`config.mk`:
```
export PLATFORM = sky130hd
export DESIGN_NAME = cmsdk_mcu_ahb_resp_mux
export DESIGN_NICKNAME = d
export VERILOG_FILES = /design/src/rtl/cmsdk_mcu_ahb_resp_mux.sv
export SDC_FILE = /design/constraint.sdc
export NUM_CORES = 1
export LEC_CHECK = 0
export ABC_CLOCK_PERIOD_IN_PS = 2800
export BUFFER_PORTS_ARGS = -buffer_cell sky130_fd_sc_hd__buf_2
export CORE_AREA = 2 2 125 127
export CTS_CLUSTER_SIZE = 20
export DETAILED_ROUTE_END_ITERATION = 10
export DIE_AREA = 0 0 127 129
export PLACE_DENSITY = 0.59
export SYNTH_ARGS = -nofsm -noshare
export SYNTH_HDL_FRONTEND = slang
export SYNTH_SLANG_ARGS = --single-unit
```
`constraint.sdc`:
```
create_clock -name hclk -period 2.8 [get_ports hclk]
set_input_delay 0.42 -clock hclk [delete_from_list [all_inputs] [get_ports hclk]]
set_output_delay 0.42 -clock hclk [all_outputs]
set_load 0.005 [all_outputs]
```
`src/rtl/cmsdk_mcu_ahb_resp_mux.sv`:
```
// AHB data-phase response mux with built-in default slave (two-cycle ERROR for unmapped
// active transfers). Optional multi-hot select checking enabled by AHB_MUX_ONEHOT_CHECK_EN.
module cmsdk_mcu_ahb_resp_mux #(
    parameter int unsigned NUM_SLAVES = 8,
    parameter int unsigned DW         = 32
) (
    input  logic                     hclk,
    input  logic                     hreset,
    input  logic [NUM_SLAVES-1:0]    hsel_in,
    input  logic [1:0]               htrans,
    input  logic                     hready,
    input  logic [NUM_SLAVES-1:0]    hreadyout_s,
    input  logic [NUM_SLAVES-1:0]    hresp_s,
    input  logic [NUM_SLAVES*DW-1:0] hrdata_s,
    output logic                     hreadyout,
    output logic                     hresp,
    output logic [DW-1:0]            hrdata,
    output logic                     multi_sel_err
);

    typedef enum logic [1:0] {
        DsIdle = 2'd0,
        DsErr1 = 2'd1,
        DsErr2 = 2'd2
    } ds_state_e;

    logic [NUM_SLAVES-1:0] sel_q, sel_d;
    ds_state_e             ds_q, ds_d;
    logic                  unmapped;
    logic                  err_start;
    logic                  ds_ready;
    logic                  ds_resp;

`ifdef AHB_MUX_ONEHOT_CHECK_EN
    logic multi_hot;
    logic multi_sel_err_q, multi_sel_err_d;

    // x & (x-1) clears the lowest set bit; anything left means more than one bit was set.
    assign multi_hot = |(hsel_in & (hsel_in - NUM_SLAVES'(1)));
    assign unmapped  = (hsel_in == '0) | multi_hot;

    always_comb begin
        multi_sel_err_d = multi_sel_err_q;
        if (hready && multi_hot) begin
            multi_sel_err_d = 1'b1;
        end
    end

    always_ff @(posedge hclk or posedge hreset) begin
        if (hreset) begin
            multi_sel_err_q <= 1'b0;
        end else begin
            multi_sel_err_q <= multi_sel_err_d;
        end
    end

    assign multi_sel_err = multi_sel_err_q;
`else
    assign unmapped      = (hsel_in == '0);
    assign multi_sel_err = 1'b0;
`endif

    // Only NONSEQ/SEQ to an unmapped address earns an ERROR; IDLE/BUSY get a zero-wait OKAY.
    assign err_start = hready & htrans[1] & unmapped;

    always_comb begin
        sel_d = sel_q;
        if (hready) begin
            sel_d = unmapped ? '0 : hsel_in;
        end
    end

    always_comb begin
        ds_d     = ds_q;
        ds_ready = 1'b1;
        ds_resp  = 1'b0;
        unique case (ds_q)
            DsIdle: begin
                if (err_start) begin
                    ds_d = DsErr1;
                end
            end
            DsErr1: begin
                ds_ready = 1'b0;
                ds_resp  = 1'b1;
                ds_d     = DsErr2;
            end
            DsErr2: begin
                ds_resp = 1'b1;
                ds_d    = err_start ? DsErr1 : DsIdle;
            end
            default: begin
                ds_d = DsIdle;
            end
        endcase
    end

    always_ff @(posedge hclk or posedge hreset) begin
        if (hreset) begin
            sel_q <= '0;
            ds_q  <= DsIdle;
        end else begin
            sel_q <= sel_d;
            ds_q  <= ds_d;
        end
    end

    // Lowest set index wins, so a multi-hot sel_q still resolves to a single slave.
    always_comb begin
        logic found;
        found     = 1'b0;
        hreadyout = ds_ready;
        hresp     = ds_resp;
        hrdata    = '0;
        for (int unsigned i = 0; i < NUM_SLAVES; i++) begin
            if (sel_q[i] && !found) begin
                found     = 1'b1;
                hreadyout = hreadyout_s[i];
                hresp     = hresp_s[i];
                hrdata    = hrdata_s[i*DW +: DW];
            end
        end
    end

endmodule

```
# Yosys cells after proc, flatten, opt, wreduce, memory -nomap -nowiden
# Cells that the tools add are included.
# Widths: inputs -> output; s select.
# totals
word_cells,61
out_inout_bits,35
in_bits,285
regBits,10
# op_classes
n_bitwise,2
n_mux,37
n_eq_ne,3
reduce_logical,17
# ops
cell,n
$mux 32,8
$mux 1,26
$logic_not 8->1,1
$mux 8,1
$logic_and 1x1->1,7
$logic_not 1->1,7
$pmux 2 s3,1
$and 1x1->1,2
$eq 2x1->1 const B,1
$eq 2x2->1 const B,1
$logic_not 2->1,1
$mux 2,1
$ne 2x2->1 const B,1
$reduce_or 2->1,1

# Depth between registers and ports, before layout
# Gate-level depths: netlist of the first run.
# logic_depth
word_depth,22
ltp_mapped,7
ltp_nobuf,6

# Worst setup path after synthesis of the first run
# OpenSTA, ideal clock, no wires.
# synth_path
path_kind,reg-to-output
startpoint,register sel_q[0]
endpoint,output port hrdata[3]
arrival_time_ns,1.679
path_buffers,3
slack_ns,0.701
required_time_ns,2.380
path_stages_with_launch,8
cell_sequence,dfrtp_1 -> buf_6 -> or4_1 -> buf_4 -> nor2_8 -> buf_6 -> o211ai_1 -> a2bb2oi_1
# synth_between
elab_chain_len,22
word_cells_on_any_way,29
classes_between,mux (15); reduce/logical (14)
# synth_rtl
item,line_no,text
from (decl),27,"logic [NUM_SLAVES-1:0] sel_q, sel_d;"
from (signal assigned),103,sel_q <= sel_d;
$mux 1,116,if (sel_q[i] && !found) begin
$logic_not 1->1,116,
$logic_and 1x1->1,116,
$mux 1,116,
$logic_not 1->1,116,
$logic_and 1x1->1,116,
$mux 1,116,
$logic_not 1->1,116,
[6 not listed],-,
$logic_and 1x1->1,116,
$mux 1,116,
$logic_not 1->1,116,
$logic_and 1x1->1,116,
$mux 1,116,
$logic_not 1->1,116,
$logic_and 1x1->1,116,
$mux 32 *,116,
to (decl),17,"output logic [DW-1:0] hrdata,"
# Mark *: on every way between the ends. The rest lies on a longest branch, timed or not.

# Final worst setup path of the first run
# layout_path
startpoint,register sel_q[0]
endpoint,output port hrdata[8]
# The elaborated chain is that of the path after synthesis.

==> results.txt, run 1 <==
* Syn avg cell area: 6.84 µm²
- Layout-stage area growth over the synthesis result: 58.6%
- Setup repair after global routing left no endpoint under its margin.
- The worst-case IR drop observed on VDD is 0.000254 V.
- Worst Path Class, Setup: reg2out
- Largest buffer count on any clock path: 2
- IO buf count: 317
- Max Slew Vio Count: 0
- Clk sink count: 10
- The worst pin sits at a relative slew slack of 0.585.
- Dividing the detail-routed wire length by the instance count gives 18.6 µm.
* Setup violations, final: 0
- Upper clock frequency limit: 384 MHz
- DIE HEIGHT: 129 µm
- Final critical-path required period: 2.61 ns
* Final Wtd Congestion: 0.847
* Largest net degree at the start of global routing: 43
- Number of global-route vias before repair: 4790
* Cell area after synthesis: 0.00320 mm²
- Level count of the clock H-tree: 1
- By area the synthesized netlist is led by sky130_fd_sc_hd__a22o_1 9.6%, sky130_fd_sc_hd__nand3_1 9.2%, sky130_fd_sc_hd__dfrtp_1 7.8%.
* Total congestion overflow after global routing: 0
- Maximum fanout along the worst path: 19
- Of the post-synthesis cell area, the dominant cell type holds 0.0957.
* Quantity of gates resized following cts: 0
- Total Wirelength: 17.6 mm
- In the final layout, the share of cells above drive strength 1 is 0.482.
- For this design the top-level I/O count stands at 320.
* Chip width: 127 µm
- TritonCTS clock tree: yes
* Share of flip-flops with an asynchronous set or reset after synthesis: 1.00
* Count of flip-flops with a built-in enable after synthesis: 0
- The initial utilization of the core area, before any placement, comes to 0.214.
* Setup WS pre-CTS: 0.440 ns
* Data required time of the worst path: 2.38 ns
- In this run, distinct cell masters in the synthesized netlist total 46.
* Number of buffers inserted during clock tree synthesis: 3
* Post-route non-filler standard cell count: 944
* Maxcap violations: 0
* Lkg Pwr: 2.39 nW
- STA classifies the critical path endpoint as a primary output.
- Using the TritonRoute via totals, the vias-per-cell ratio works out to 5.31.
* Outcome: completed
* Number of standard cells after synthesis: 468
* Cell Rows: 45
* Hold Buf Count CTS: 0
* DRT antenna net count: 0
* Worst Skew: 0.000256 ns
- Clock Pin Slew Worst Setup and Hold Paths: 0.04 ns
- Counting instances in the post-synthesis netlist gives the leading cell types as 59 x sky130_fd_sc_hd__nand3_1, 41 x sky130_fd_sc_hd__a21oi_1, 41 x sky130_fd_sc_hd__clkbuf_1.
- At the pin with the least slew margin, the transition time is 0.606 ns.
* Arrival time of the worst setup path: 2.19 ns
- Remaining routing DRC violations: 0
- Dominant register cell in the synthesized netlist: sky130_fd_sc_hd__dfrtp_1
* Flip-flop and latch count after synthesis: 10
- Total number of vias: 5015
* Skew-Pair Late Insertion Delay: 0.24 ns
* Share of synthesized area occupied by flip-flops and latches: 0.0782
- The region available for standard cell placement spans 0.0150 mm².
- Power density relative to cell area: 280 mW/mm²
- Floorplan die area: 0.0164 mm²
- First-pass iteration count of the detailed router: 5
- Total half-perimeter wirelength after legalization and detailed placement: 13.7 mm
- Post-CTS setup buffer count: 0
- Final Hold Vio Count: 0
* Class of the worst hold path: in2async
- For this run, the total global-route usage over all layers was measured as 0.198.
* Leading area contributor after synthesis: sky130_fd_sc_hd__a22o_1
- Buffer type at the clock tree root: sky130_fd_sc_hd__clkbuf_16
- For this run, the post-layout net count is 1046.
- In the final timing run, aggregate negative setup slack is 0 ns.
* Crit path setup slack, layout: 0.195 ns
* Synthesized netlist net count: 758
- The first global-routing pass estimated 25.7 mm of wire.
* Initial DRC count: 298
* Final cycle utilization of the critical path: 0.931
- Startpoint types: register
- Library cell with the highest instance count after synthesis: sky130_fd_sc_hd__nand3_1
- During synthesis, Yosys emitted a total of 0 warnings.
- Cell count after placement: 939
* Antenna violations before repair: 2
## sequential cells by signal, summed over array words and instances (netlist names)
name,flops
ds_q,2
sel_q,8
## per-layer routing
layer / routed length, µm / track usage / vias to the layer above
li1: - / - / 2416
met4: 288 / 0.0472 / 2
met2: 8500 / 0.339 / 265
met3: 1300 / 0.0337 / 26
met1: 7450 / 0.260 / 2306
met5: 10 / 0 / -
## worst max-delay path: stages, from the launching register on
cell and delay (ns):
sky130_fd_sc_hd__dfrtp_2 0.43, sky130_fd_sc_hd__or4_1 0.66, sky130_fd_sc_hd__nor2_8 0.14, sky130_fd_sc_hd__buf_4 0.26, sky130_fd_sc_hd__o211ai_1 0.13, sky130_fd_sc_hd__a2bb2oi_1 0.19
sky130_fd_sc_hd__buf_2 0.14
## layout by cell type, fill, tap and decap left out, types with 17 or more instances in the layout
master / synthesis / final
sky130_fd_sc_hd__a22o_1: 35 / 35
sky130_fd_sc_hd__a21oi_1: 41 / 41
sky130_fd_sc_hd__o22ai_1: 27 / 27
sky130_fd_sc_hd__o2111ai_1: 25 / 25
sky130_fd_sc_hd__nand2_1: 17 / 17
sky130_fd_sc_hd__and2_1: 25 / 25
sky130_fd_sc_hd__inv_1: 29 / 29
sky130_fd_sc_hd__buf_4: 5 / 23
sky130_fd_sc_hd__nand3b_1: 32 / 32
sky130_fd_sc_hd__nand3_1: 59 / 59
sky130_fd_sc_hd__a32oi_1: 25 / 25
sky130_fd_sc_hd__buf_2: 11 / 317
## through the flow
| stage | utilization | cell area (µm²) | power, mW | hold WS, ns |
|---|---|---|---|---|
| after global placement | 0.334 | 5000 | 1.16 | 0.409 |
| after floorplan | - | 3200 | 0.703 | 0.260 |
| after CTS | 0.339 | 5080 | 1.42 | 0.172 |
| after global routing | 0.339 | 5080 | 1.53 | 0.198 |
| final | 0.339 | 5080 | 1.42 | 0.156 |
| after detailed placement | 0.334 | 5000 | 1.16 | 0.413 |
## path summary, 6_finish.rpt
path / depth (start not counted) / to / from / slack, ns
worst max-delay path: 6 / hrdata[8] / sel_q[0] / 0.19
worst min-delay path: 2 / ds_q[1] / hreset / 0.16
worst max register to register: 3 / sel_q[5] / sel_q[5] / 1.48
worst min register to register: 1 / ds_q[1] / ds_q[1] / 0.59
max in group asynchronous: 2 / sel_q[4] / hreset / 2.34
min in group hclk: 3 / sel_q[5] / hsel_in[5] / 0.42
## area by class of cell
cell class | count | area [µm²]
Timing Repair Buffer | 343 | 1820
Clock buffer | 4 | 78.8
Fill cell | 1650 | 9900
Sequential cell | 10 | 255
Tap cell | 188 | 235
Inverter | 31 | 116
Multi-Input combinational cell | 367 | 2570
Antenna cell | 1 | 2.50
## cells by family (layout without fill, tap and decap cells)
kind of cell	after synthesis	after routing	share of synthesized area
compound gates	193	193	0.453
other cells	1	2	0.00117
buf+inv	91	378	0.122
simple gates	161	161	0.302
mux	7	7	0.0242
flops	10	10	0.0782
fa+ha+maj	5	5	0.0195
## power breakdown
part / internal [mW] / switching [mW]
Sequential: 0.159 / 0.0281
Combinational: 0.480 / 0.501
Clock: 0.191 / 0.0638
Power figures use the tool's default switching activity.
==> run 2, diff against run 1 <==
--- a/config.mk
+++ b/config.mk
@@ -5,12 +5,13 @@
 export SDC_FILE = /design/constraint.sdc
 export NUM_CORES = 1
 export LEC_CHECK = 0
-export ABC_CLOCK_PERIOD_IN_PS = 2800
+export ABC_CLOCK_PERIOD_IN_PS = 3200
 export BUFFER_PORTS_ARGS = -buffer_cell sky130_fd_sc_hd__buf_2
-export CORE_AREA = 2 2 125 127
+export CORE_AREA = 2 2 124 126
+export CTS_BUF_LIST = sky130_fd_sc_hd__clkbuf_16
 export CTS_CLUSTER_SIZE = 20
 export DETAILED_ROUTE_END_ITERATION = 10
-export DIE_AREA = 0 0 127 129
+export DIE_AREA = 0 0 126 128
 export PLACE_DENSITY = 0.59
 export SYNTH_ARGS = -nofsm -noshare
 export SYNTH_HDL_FRONTEND = slang
==> constraint.sdc (replaced) <==
create_clock -name hclk -period 3.2 [get_ports hclk]
set_input_delay 0.48 -clock hclk [delete_from_list [all_inputs] [get_ports hclk]]
set_output_delay 0.48 -clock hclk [all_outputs]
set_load 0.005 [all_outputs]
==> results.txt, run 2 (same netlist as run 1, synthesis figures left out) <==
- Hold slack final: 0.211 ns
- Maxcap violations: 0
* Final critical-path required period: 2.97 ns
- Lkg Pwr: 2.37 nW
* Worst Path Class, Setup: reg2out
- The region available for standard cell placement spans 0.0149 mm².
- Hold Buf Count CTS: 0
* Final Hold Vio Count: 0
- Number of fillers in the final layout: 1696
- Skew-Pair Late Insertion Delay: 0.24 ns
- DRT antenna net count: 0
- Quantity of gates resized following cts: 0
- For this run, the post-layout net count is 1042.
* DIE HEIGHT: 128 µm
- TritonCTS built the clock tree.
- Across every metal layer, demand over resource in global routing totals 0.195.
- In the layout the commonest cells are 317 x sky130_fd_sc_hd__buf_2, 59 x sky130_fd_sc_hd__nand3_1, 41 x sky130_fd_sc_hd__a21oi_1, 35 x sky130_fd_sc_hd__a22o_1, 32 x sky130_fd_sc_hd__nand3b_1.
* Setup violations, final: 0
- 320 I/O pins were placed.
* Largest buffer count on any clock path: 2
- The first global-routing pass estimated 25.4 mm of wire.
- At the worst endpoint, the required time is 2.72 ns.
- The via count of the first global-routing pass came to 4766.
* Final cycle utilization of the critical path: 0.927
- At the pin with the least slew margin, the transition time is 0.573 ns.
* Chip width: 126 µm
* Worst relative slew slack: 0.617
* Worst Skew: 0.0000431 ns
* Worst ir drop on vdd: 0.000173 V
* Terminus of the critical flop-to-flop path: sel_q[6]
* Total number of vias: 5000
- At the worst endpoint, the arrival time is 2.49 ns.
- The floorplan has 45 rows.
- Power density relative to cell area: 245 mW/mm²
- Combinational share of power: 0.689
- Clock Pin Slew Worst Setup and Hold Paths: 0.04 ns
* Worst reg-to-reg path cell count: 2
- Level count of the clock H-tree: 1
- Power share of the clock group: 0.177
* Maximum fanout along the worst path: 15
- Buffers inserted during clock tree synthesis total 3.
* Upper clock frequency limit: 337 MHz
- The flow ran to the end, and the final reports show no timing, DRC or antenna violations.
- STA classifies the critical path endpoint as a primary output.
* Internal power summed over all cells: 0.717 mW
- Total congestion overflow after global routing: 0
* First-pass iteration count of the detailed router: 5
- Class of the worst hold path: in2async
- For the final routed database, the setup TNS stands at 0 ns.
- Once the clock tree was built, the setup fixing pass inserted 0 buffers.
- Detailed placement ended at an HPWL of 13.5 mm.
- Bufs and invs on worst path: 1
- Reg-to-reg startpoint: sel_q[6]
* Max Slew Vio Count: 0
- Slowest cell on the critical path: sky130_fd_sc_hd__or4_1
* Slowest cell delay on critical path: 0.79 ns
* Largest net degree at the start of global routing: 54
- Setup repair after global routing left no endpoint under its margin.
* Clk sink count: 10
* Total Wirelength: 17.1 mm
* Vias/cell: 5.32
* Regs by FF count: sel_q: 8 flops, ds_q: 2 flops
* Reg-to-reg slack, setup: 1.78 ns
- At the end of routability-driven placement, the weighted congestion stood at 0.862.
* Initial Utilization: 0.215
* Flip-flop count of the largest register after layout: 8
- For this design the total switching power over the nets is 0.518 mW.
- Number of antenna repair diodes: 0
* Largest Register: sel_q
- Buffers placed on the I/O ports in this run total 317.
* Initial DRC count: 263
- The worst setup path is launched from a register.
* Remaining routing DRC violations: 0
- Routed wire per std cell: 18.2 µm
* Share of total power in sequential cells: 0.135
- Floorplan die area: 0.0161 mm²
- The number of antenna violations at the first check in global routing came to 1.
* Buffer type at the clock tree root: sky130_fd_sc_hd__clkbuf_16
- Compared with the post-synthesis result, the final layout area differs by 57.6%.
* CP Cell Sequence: or4_1, nor2_8, nand4_2, a2bb2oi_1, buf_2
- Ratio of cells with drive above 1 in the final layout: 0.479
- Top Family by Delay on Critical Path: simple AND/OR/NAND/NOR gates
* Commonest non-fill, non-tap cell in the layout: sky130_fd_sc_hd__buf_2
* Share of total power consumed by net switching: 0.419
## run 2: cell types whose count changed in the layout (fill, tap and decap cells not counted), sizes merged
| cell | previous run | this run |
|---|---|---|
| diode | 1 | 0 |
| clkbuf | 4 | 3 |
| inv | 30 | 31 |
| buf | 343 | 339 |
## run 2: worst max-delay path by stage
| stage | startpoint | end | slack [ns] | cells past startpoint |
|---|---|---|---|---|
| after floorplan | sel_q[0] | hrdata[3] | 1.04 | 7 |
| after global placement | sel_q[0] | hrdata[11] | 0.53 | 5 |
| after detailed placement | sel_q[0] | hrdata[5] | 0.50 | 5 |
| after CTS | sel_q[0] | hrdata[5] | 0.25 | 5 |
| after global routing | sel_q[0] | hrdata[5] | 0.16 | 5 |
| final | sel_q[0] | hrdata[5] | 0.23 | 5 |
## run 2: power by group through the flow
stage	logic, mW	registers, mW	clock network, mW
finish	0.851	0.166	0.218
global route	0.932	0.169	0.230
global placement	0.848	0.167	0
floorplan	0.468	0.147	0
detailed placement	0.850	0.167	0
CTS	0.853	0.166	0.221
## run 2: area by class of cell
class / count / area, µm² / area share
clock inverters: 1 / 3.75 / 0.000744
well taps: 188 / 235 / 0.0466
repair buffers: 339 / 1790 / 0.355
clock buffers: 3 / 75.1 / 0.0149
multi-input cells: 367 / 2570 / 0.510
inverters: 31 / 116 / 0.0231
flip-flops and latches: 10 / 255 / 0.0506
## run 2: routing by layer
layer	routed length, µm	track usage	vias to the layer above
li1	-	-	2407
met1	7170	0.251	2341
met2	8460	0.343	232
met3	1290	0.0330	18
met4	178	0.0368	2
met5	13	0	-
## run 2: per-stage QoR
| stage | power, mW | setup WS [ns] | area, µm² | util | instances |
|---|---|---|---|---|---|
| after floorplan | 0.615 | 1.04 | 3200 | - | 468 |
| after global placement | 1.02 | 0.534 | 4970 | 0.334 | 935 |
| after detailed placement | 1.02 | 0.500 | 4970 | 0.334 | 935 |
| after CTS | 1.24 | 0.248 | 5050 | 0.339 | 939 |
| after global routing | 1.33 | 0.164 | 5050 | 0.339 | 939 |
| final | 1.24 | 0.234 | 5050 | 0.339 | 939 |
==> run 3, diff against run 2 <==
--- a/config.mk
+++ b/config.mk
@@ -5,13 +5,13 @@
 export SDC_FILE = /design/constraint.sdc
 export NUM_CORES = 1
 export LEC_CHECK = 0
-export ABC_CLOCK_PERIOD_IN_PS = 3200
+export ABC_CLOCK_PERIOD_IN_PS = 2740
 export BUFFER_PORTS_ARGS = -buffer_cell sky130_fd_sc_hd__buf_2
-export CORE_AREA = 2 2 124 126
+export CORE_AREA = 2 2 125 127
 export CTS_BUF_LIST = sky130_fd_sc_hd__clkbuf_16
 export CTS_CLUSTER_SIZE = 20
 export DETAILED_ROUTE_END_ITERATION = 10
-export DIE_AREA = 0 0 126 128
+export DIE_AREA = 0 0 127 129
 export PLACE_DENSITY = 0.59
 export SYNTH_ARGS = -nofsm -noshare
 export SYNTH_HDL_FRONTEND = slang
==> constraint.sdc (replaced) <==
create_clock -name hclk -period 2.74 [get_ports hclk]
set_input_delay 0.411 -clock hclk [delete_from_list [all_inputs] [get_ports hclk]]
set_output_delay 0.411 -clock hclk [all_outputs]
set_load 0.005 [all_outputs]
==> results.txt, run 3 (same netlist as run 1, synthesis figures left out) <==
- Buffer type at the clock tree root: sky130_fd_sc_hd__clkbuf_16
- The first global-routing pass estimated 24.9 mm of wire.
- At the pin with the least slew margin, the transition time is 0.667 ns.
- RSZ-0062 raised after global routing: false
- Total Wirelength: 17.2 mm
- Adding up every negative setup slack in the final design gives 0 ns.
- Outcome: completed
- Number of antenna repair diodes: 0
- Start point of the critical path: sel_q[0]
- Setup violations remaining at the end of the flow were counted as 0.
- TritonCTS built the clock tree.
- Class of the worst hold path: in2async
* CP Cell Sequence: or4_1, buf_4, a211o_1, o221ai_1, a2bb2oi_1, buf_2
- The number of buffers and inverters on the critical path is 2.
- Data on the critical path arrives at its endpoint at 2.21 ns.
- STA puts the critical path data required time at 2.33 ns.
- Clock Pin Slew Worst Setup and Hold Paths: 0.04 ns
- Clk sink count: 10
* Power density relative to cell area: 286 mW/mm²
* Regs by FF count: sel_q: 8 flops, ds_q: 2 flops
- Hold Buf Count CTS: 0
- Level count of the clock H-tree: 1
- Fill cells in the final layout number 1673.
* I/O Pins: 320
* Top Family by Delay on Critical Path: simple AND/OR/NAND/NOR gates
- The via count of the first global-routing pass came to 4648.
- In this run the worst setup path terminates at hrdata[7].
- The number of cells on the worst reg-to-reg path is 3.
- Final cycle utilization of the critical path: 0.956
- The die is 127 µm wide.
* Worst Path Class, Setup: reg2out
- The worst register-to-register path begins at sel_q[1].
- IO buf count: 317
- The worst setup path is launched from a register.
* Final Hold Vio Count: 0
- Across all layers, the routed design uses 4897 vias.
* Lkg Pwr: 2.39 nW
- Max Slew Vio Count: 0
* Floorplan die area: 0.0164 mm²
* Terminus of the critical flop-to-flop path: sel_q[1]
* Upper clock frequency limit: 382 MHz
- The largest individual stage delay along the critical path comes from the cell sky130_fd_sc_hd__or4_1.
* Final critical-path required period: 2.62 ns
- Skew-Pair Late Insertion Delay: 0.23 ns
- In this run the tightest slew margin relative to its limit is 0.544.
* Ratio of cells with drive above 1 in the final layout: 0.481
- Post-Route Utilization: 0.339
- The initial utilization of the core area, before any placement, comes to 0.214.
- In the final routed layout, each cell accounts on average for 18.3 µm.
- The total overflow left after global routing is 0.
- After detailed routing, the number of vias per cell comes to 5.20.
- Largest net degree at the start of global routing: 68
- Initial DRC count: 286
- For the final database, setup skew stands at 0.0000259 ns.
- Combined global-route utilization of all metal layers: 0.192
* CORE AREA: 0.0150 mm²
- Detailed placement finished with a half-perimeter wire length of 13.5 mm.
* First-pass iteration count of the detailed router: 4
- Largest buffer count on any clock path: 2
- Counting flops per register, the top entry is sel_q.
* Remaining routing DRC violations: 0
- After floorplanning, the core was divided into 45 placement rows.
- The largest single stage delay on the critical path is 0.67 ns.
- Worst ir drop on vdd: 0.000212 V
* DRT antenna net count: 0
- CP Capture Type: primary output
- Of all nets on the critical path, the largest fanout is 8.
- The die is 129 µm tall.
* Quantity of gates resized following cts: 0
* Layout-stage area growth over the synthesis result: 58.7%
* Most frequent cells in the layout: 317 x sky130_fd_sc_hd__buf_2, 59 x sky130_fd_sc_hd__nand3_1, 41 x sky130_fd_sc_hd__a21oi_1, 35 x sky130_fd_sc_hd__a22o_1, 32 x sky130_fd_sc_hd__nand3b_1
- Final Wtd Congestion: 0.833
- Number of buffers inserted during clock tree synthesis: 3
* Antenna violations before repair: 1
- The final layout contains 1045 nets.
- In this run the number of cells on the critical path is 6.
- Reg-to-reg slack, setup: 1.43 ns
- Maxcap violations: 0
- Flip-flop count of the largest register after layout: 8
- Post-CTS setup buffer count: 0
- The library cell used most frequently in the layout, excluding fill and tap cells, is sky130_fd_sc_hd__buf_2.
run 3: changes by cell type in the layout (fill, tap and decap cells not counted):
cell and change:
sky130_fd_sc_hd__buf_4 +2, sky130_fd_sc_hd__inv_1 -1, sky130_fd_sc_hd__buf_12 +1, sky130_fd_sc_hd__clkinv_1 +1
run 3: final cells by class:
type	instances	area [µm²]	area share
clock inverter	1	3.75	0.000739
tap	188	235	0.0463
sequential	10	255	0.0502
inverter	31	116	0.0229
multi-input combinational	367	2570	0.506
clock buffer	3	75.1	0.0148
timing repair buffer	342	1820	0.359
run 3: power breakdown:
| group | leakage [nW] | internal (mW) | total, mW | switching, mW |
|---|---|---|---|---|
| combinational | 2.23 | 0.493 | 1.00 | 0.508 |
| clock | 0.0385 | 0.191 | 0.262 | 0.0702 |
| sequential | 0.119 | 0.163 | 0.192 | 0.0296 |
| total | 2.39 | 0.847 | 1.46 | 0.608 |
run 3: layer usage:
metal | track usage | wire length [µm] | vias to the layer above
met1 | 0.254 | 7390 | 2234
li1 | - | - | 2414
met5 | 0 | 8 | -
met3 | 0.0370 | 1310 | 22
met2 | 0.327 | 8270 | 225
met4 | 0.0427 | 253 | 2
run 3: worst min-delay path by stage:
stage | startpoint | end | slack [ns]
after floorplan | hreset | ds_q[0] | 0.25
after global placement | hreset | ds_q[0] | 0.40
after detailed placement | hreset | ds_q[0] | 0.41
after CTS | hreset | sel_q[3] | 0.16
after global routing | hreset | sel_q[3] | 0.19
final | hreset | sel_q[3] | 0.14
run 3: stage by stage:
step	hold slack [ns]	std cells	instance area, µm²	power [mW]	worst slack [ns]
after detailed placement	0.405	938	5000	1.19	0.359
after global placement	0.404	938	5000	1.19	0.365
after CTS	0.156	942	5080	1.46	0.112
after floorplan	0.251	468	3200	0.718	0.650
final	0.145	942	5080	1.46	0.119
after global routing	0.185	942	5080	1.57	0.0312
